**config.mk**
```make
export PLATFORM = sky130hd
export DESIGN_NAME = sr_jk_register
export DESIGN_NICKNAME = d
export VERILOG_FILES = /design/src/rtl/sr_jk_pkg.sv /design/src/rtl/sr_jk_cell.sv /design/src/rtl/sr_jk_register.sv
export SDC_FILE = /design/constraint.sdc
export NUM_CORES = 1
export LEC_CHECK = 0
export ABC_AREA = 1
export BUFFER_PORTS_ARGS = -buffer_cell sky130_fd_sc_hd__buf_2
export CAP_MARGIN = 15
export CORE_UTILIZATION = 30
export CTS_CLUSTER_DIAMETER = 100
export DETAILED_ROUTE_END_ITERATION = 12
export GPL_TIMING_DRIVEN = 0
export PLACE_DENSITY = 0.53
export SLEW_MARGIN = 20
export SYNTH_ARGS = -nofsm -noshare
export SYNTH_HDL_FRONTEND = slang
export SYNTH_SLANG_ARGS = --single-unit
```
**constraint.sdc**
```tcl
create_clock -name clk -period 1.5 [get_ports clk]
set_input_delay 0 -clock clk [delete_from_list [all_inputs] [get_ports clk]]
set_output_delay 0 -clock clk [all_outputs]
set_load 0.005 [all_outputs]
```
**src/rtl/sr_jk_pkg.sv**
```systemverilog
// Shared mode encodings and the per-bit next-state rule for the sr_jk_register bank.
package sr_jk_pkg;

    localparam logic [1:0] MODE_SR = 2'b00;
    localparam logic [1:0] MODE_JK = 2'b01;
    localparam logic [1:0] MODE_D  = 2'b10;
    localparam logic [1:0] MODE_T  = 2'b11;

    // SR with S=R=1 holds; the invalid condition itself is flagged at the bank level.
    function automatic logic next_bit(input logic [1:0] mode, input logic s, input logic r,
                                      input logic q);
        logic nq;
        nq = q;
        unique case (mode)
            MODE_SR: begin
                case ({s, r})
                    2'b10:   nq = 1'b1;
                    2'b01:   nq = 1'b0;
                    default: nq = q;
                endcase
            end
            MODE_JK: begin
                case ({s, r})
                    2'b10:   nq = 1'b1;
                    2'b01:   nq = 1'b0;
                    2'b11:   nq = ~q;
                    default: nq = q;
                endcase
            end
            MODE_D:  nq = s;
            MODE_T:  nq = q ^ s;
            default: nq = q;
        endcase
        return nq;
    endfunction

endpackage

```
**src/rtl/sr_jk_cell.sv**
```systemverilog
// One-bit registered storage cell; mode-dependent update, with load taking precedence over en.
module sr_jk_cell
    import sr_jk_pkg::*;
(
    input  logic       clk,
    input  logic       rst_n,
    input  logic       en,
    input  logic [1:0] mode,
    input  logic       s,
    input  logic       r,
    input  logic       load,
    input  logic       load_val,
    output logic       q
);

    logic q_d;

    always_comb begin
        q_d = q;
        if (load) begin
            q_d = load_val;
        end else if (en) begin
            q_d = next_bit(mode, s, r, q);
        end
    end

    always_ff @(posedge clk or negedge rst_n) begin
        if (!rst_n) begin
            q <= 1'b0;
        end else begin
            q <= q_d;
        end
    end

endmodule

```
**src/rtl/sr_jk_register.sv**
```systemverilog
// WIDTH-bit SR/JK/D/T register bank with sticky invalid-SR flag and saturating event counter.
// Define SR_JK_REGISTER_LOAD_EN to add the load / load_val parallel-load ports.
module sr_jk_register
    import sr_jk_pkg::*;
#(
    parameter int unsigned WIDTH     = 8,
    parameter int unsigned ERR_CNT_W = 4
) (
    input  logic                 clk,
    input  logic                 rst_n,
    input  logic                 en,
    input  logic [1:0]           mode,
    input  logic [WIDTH-1:0]     s,
    input  logic [WIDTH-1:0]     r,
    input  logic                 err_clr,
`ifdef SR_JK_REGISTER_LOAD_EN
    input  logic                 load,
    input  logic [WIDTH-1:0]     load_val,
`endif
    output logic [WIDTH-1:0]     q,
    output logic [WIDTH-1:0]     q_bar,
    output logic                 err,
    output logic [ERR_CNT_W-1:0] err_cnt
);

    localparam logic [ERR_CNT_W-1:0] CntMax = '1;

    logic             do_load;
    logic [WIDTH-1:0] load_data;

`ifdef SR_JK_REGISTER_LOAD_EN
    assign do_load   = load;
    assign load_data = load_val;
`else
    assign do_load   = 1'b0;
    assign load_data = '0;
`endif

    for (genvar i = 0; i < WIDTH; i++) begin : g_cell
        sr_jk_cell u_cell (
            .clk      (clk),
            .rst_n    (rst_n),
            .en       (en),
            .mode     (mode),
            .s        (s[i]),
            .r        (r[i]),
            .load     (do_load),
            .load_val (load_data[i]),
            .q        (q[i])
        );
    end

    assign q_bar = ~q;

    logic                 invalid;
    logic                 err_q, err_d;
    logic [ERR_CNT_W-1:0] cnt_q, cnt_d;

    // One event per edge, however many bits have S=R=1; a load edge never logs.
    assign invalid = en & ~do_load & (mode == MODE_SR) & (|(s & r));

    always_comb begin
        err_d = err_q;
        cnt_d = cnt_q;
        if (err_clr) begin
            err_d = 1'b0;
            cnt_d = '0;
        end else if (invalid) begin
            err_d = 1'b1;
            if (cnt_q != CntMax) begin
                cnt_d = cnt_q + 1'b1;
            end
        end
    end

    always_ff @(posedge clk or negedge rst_n) begin
        if (!rst_n) begin
            err_q <= 1'b0;
            cnt_q <= '0;
        end else begin
            err_q <= err_d;
            cnt_q <= cnt_d;
        end
    end

    assign err     = err_q;
    assign err_cnt = cnt_q;

endmodule

```
==> results by group <==
Run status
  • Status: finished clean

Hold path
  • Min-Delay Endpoint: g_cell[1].u_cell.q
  • Min-Delay Startpoint: s[1]
  • Worst Hold Class: in2reg
  • Hold Path Depth: 3

Yosys
  • Syn Inst Count: 155
  • Post-synth EDFFs: 0
  • Mapped cell area: 1000 sq um
  • Largest area contributor in the netlist: dfrtp_1
  • Register area share after synthesis: 32.4%
  • Most used DFF post-synth: dfrtp_1
  • Syn Area/Cell: 6.48 sq um
  • Largest cells by area after synthesis: dfrtp_1 32%, nand2_1 17%, o21ai_0 9.5%, inv_1 7.1%, buf_4 6.7%
  • Yosys warning total: 0
  • Most numerous cell in the Yosys netlist: nand2_1
  • Post-Syn Nets: 178
  • Yosys reg bits: 13
  • Async set or reset register ratio after synthesis: 100%
  • Synth top cells by count: 46 x nand2_1, 19 x inv_1, 19 x o21ai_0
  • Yosys top cell area share: 32.4%
  • Netlist cell types: 19

Route
  • Routed wl met3: 151 microns
  • Met1 wire length: 1240 microns
  • Post-DRT Antenna Nets: 0
  • Drt wl/cell: 10.8 microns
  • Via Count: 1,144
  • Violation count after the first detailed-routing iteration: 54
  • Post-Route WL: 2710 microns
  • Routed wl met2: 1300 microns
  • Highest Signal Layer: met4
  • Remaining routing DRC violations: 0
  • DRT Pass-1 Iters: 4
  • Via/cell ratio: 4.58

Worst setup path
  • Worst path max stage delay: 0.43 ns
  • Worst Path Max Fanout: 5
  • Critical path class: reg2reg
  • Worst r2r src: err_cnt[0]
  • Critical path's slowest cell: dfrtp_1
  • R2R Setup Slk: between 0.15 and 0.2 ns
  • Crit-path leading delay family: simple AND/OR/NAND/NOR gates
  • Crit start category: flip-flop
  • Crit. End Element: flip-flop
  • CP required: 1.72 ns
  • R2r endpoint: err_cnt[2]
  • CP cell instances: ha_1, nand2_1, inv_1, nand2_1, nand3_2, nand2_1, nand2_1, nand2_1
  • CP dominant cell by count: nand2_1
  • Critical path arrival: 1.53 ns
  • Worst Path Buf+Inv: 1
  • Worst Reg-to-Reg Cells: 8

CTS
  • Clock-pin slew on the worst setup and hold paths: 0.08 ns
  • Clock sink count: 13
  • Hold-fix buffers, CTS: 4
  • H-tree depth: 1
  • Worst skew pair latency: 0.27 ns
  • Clock root buffer master: clkbuf_4
  • Post CTS Setup Buffer Count: 0
  • CTS tree: yes
  • Clock buffer depth: 2
  • Post-CTS sizing: 0
  • CTS Buf Count: 3

Pwr
  • Leakage: 0.000758 uW
  • Worst VDD drop: 0.475 mV
  • P per Cell Area: around 800 nW/um^2
  • Total Power: between 1000 and 1500 uW

Final layout
  • Layout cells sized above 1: between 20 and 30%
  • Ant diodes: 0
  • Area delta synth->final: 34.0%
  • Nets@finish: 230

Timing
  • RSZ-0062 raised after global routing: no
  • Finish-stage setup viols: 0
  • Worst Tran Pin Value: 0.312 ns
  • Crit share post-route: 87.4%
  • Minimum clock period: 1.31 ns
  • Setup TNS: 0 ns
  • Maximum achievable frequency: between 700 and 800 MHz
  • Clock skew: a little over 0.00007 ns
  • Slew headroom: 79.2%
  • Final Slew Violations: 0
  • Final Hold Vio Count: 0

Run
  • Max-cap violations: 0

GRT
  • Vias in the first global route: 1,081
  • Largest net degree at the start of global routing: 14
  • Tot GR Track Use: 16.3%
  • GR Overflow Total: 0
  • First-pass GRT wire length: around 4400 microns
  • Number of antenna violations at the first check in global routing: 0

Placed design
  • Port Buffers: 42
  • Routability cong.: 0.780
  • Dpl hpwl: 2130 microns

Floorplan
  • Chip height: 59.9 microns
  • Row count: 20
  • Initial Util: 32.4%
  • I/O pin count: 43
  • Core Footprint: approximately 3100 sq um
  • DIE AREA: 3580 sq um
  • Die W: between 50 and 60 microns
-- cell type report --
class	instances	area, sq um
tap	44	55.1
clock buffer	4	26.3
inverter	20	75.1
buffer	10	78.8
fill	356	1760
timing repair buffer	47	260
multi-input combinational	112	526
sequential	13	325
-- kinds of logic after synthesis --
family	Yosys count	share of synthesized area (%)
adders and majority gates	1	1.25
buffers and inverters	30	15.3
AOI/OAI and AO/OA	34	18.9
and+or+nand+nor	76	31.3
DFF	13	32.4
xor gates and xnor gates	1	0.872
-- cell usage in the layout, fill, tap and decap left out, drive strengths merged, types with 4 or more instances in the layout --
cell / instances
clkbuf: 4
o22ai: 4
inv: 20
nand3: 12
nor2: 16
nand2: 46
dlygate4sd3: 5
dfrtp: 13
o211ai: 6
o21ai: 20
buf: 52
a21oi: 4
-- registers in the layout, indices dropped and copies added, names as in the netlist --
register and cells:
g_cell.u_cell.q 8, err 1, err_cnt 4
-- through the flow --
step,instance area [sq um],std cells,setup slack [ns],utilization [%],hold slack [ns]
floorplan,1000,155,0.348,-,-0.296
global placement,1270,241,0.237,40.9,-0.0869
detailed placement,1270,241,0.218,40.9,-0.0881
CTS,1340,249,0.194,43.1,0.00184
global route,1350,250,0.0713,43.4,0.0334
finish,1350,250,0.189,43.4,0.00844
-- tightest hold or removal path, stage by stage --
cell     delay [ns]
buf_2          0.11
o21ai_0        0.06
o21ai_0        0.07
-- layer usage --
layer / track usage (%) / vias up
li1: - / 600
met4: 1.99 / 0
met2: 29.4 / 36
met5: 0 / -
met1: 19.6 / 506
met3: 4.98 / 2
-- report_power, final --
part	internal, uW	total [uW]	leakage (uW)	switching, uW
clock network	103	217	0.0000150	114
registers	404	450	0.000162	45.9
logic	218	434	0.000581	217
total	725	1100	0.000758	376
-- worst max path at each step --
stage                     startpoint          to  slack (ns)  cells past startpoint
after floorplan           err_cnt[0]  err_cnt[2]        0.35                      8
after global placement    err_cnt[0]  err_cnt[2]        0.24                      8
after detailed placement  err_cnt[0]  err_cnt[2]        0.22                      8
after CTS                 err_cnt[0]  err_cnt[2]        0.19                      8
after global routing      err_cnt[0]  err_cnt[0]        0.07                      8
final                     err_cnt[0]  err_cnt[2]        0.19                      8
No activity file was read; power rests on OpenSTA's default activity.
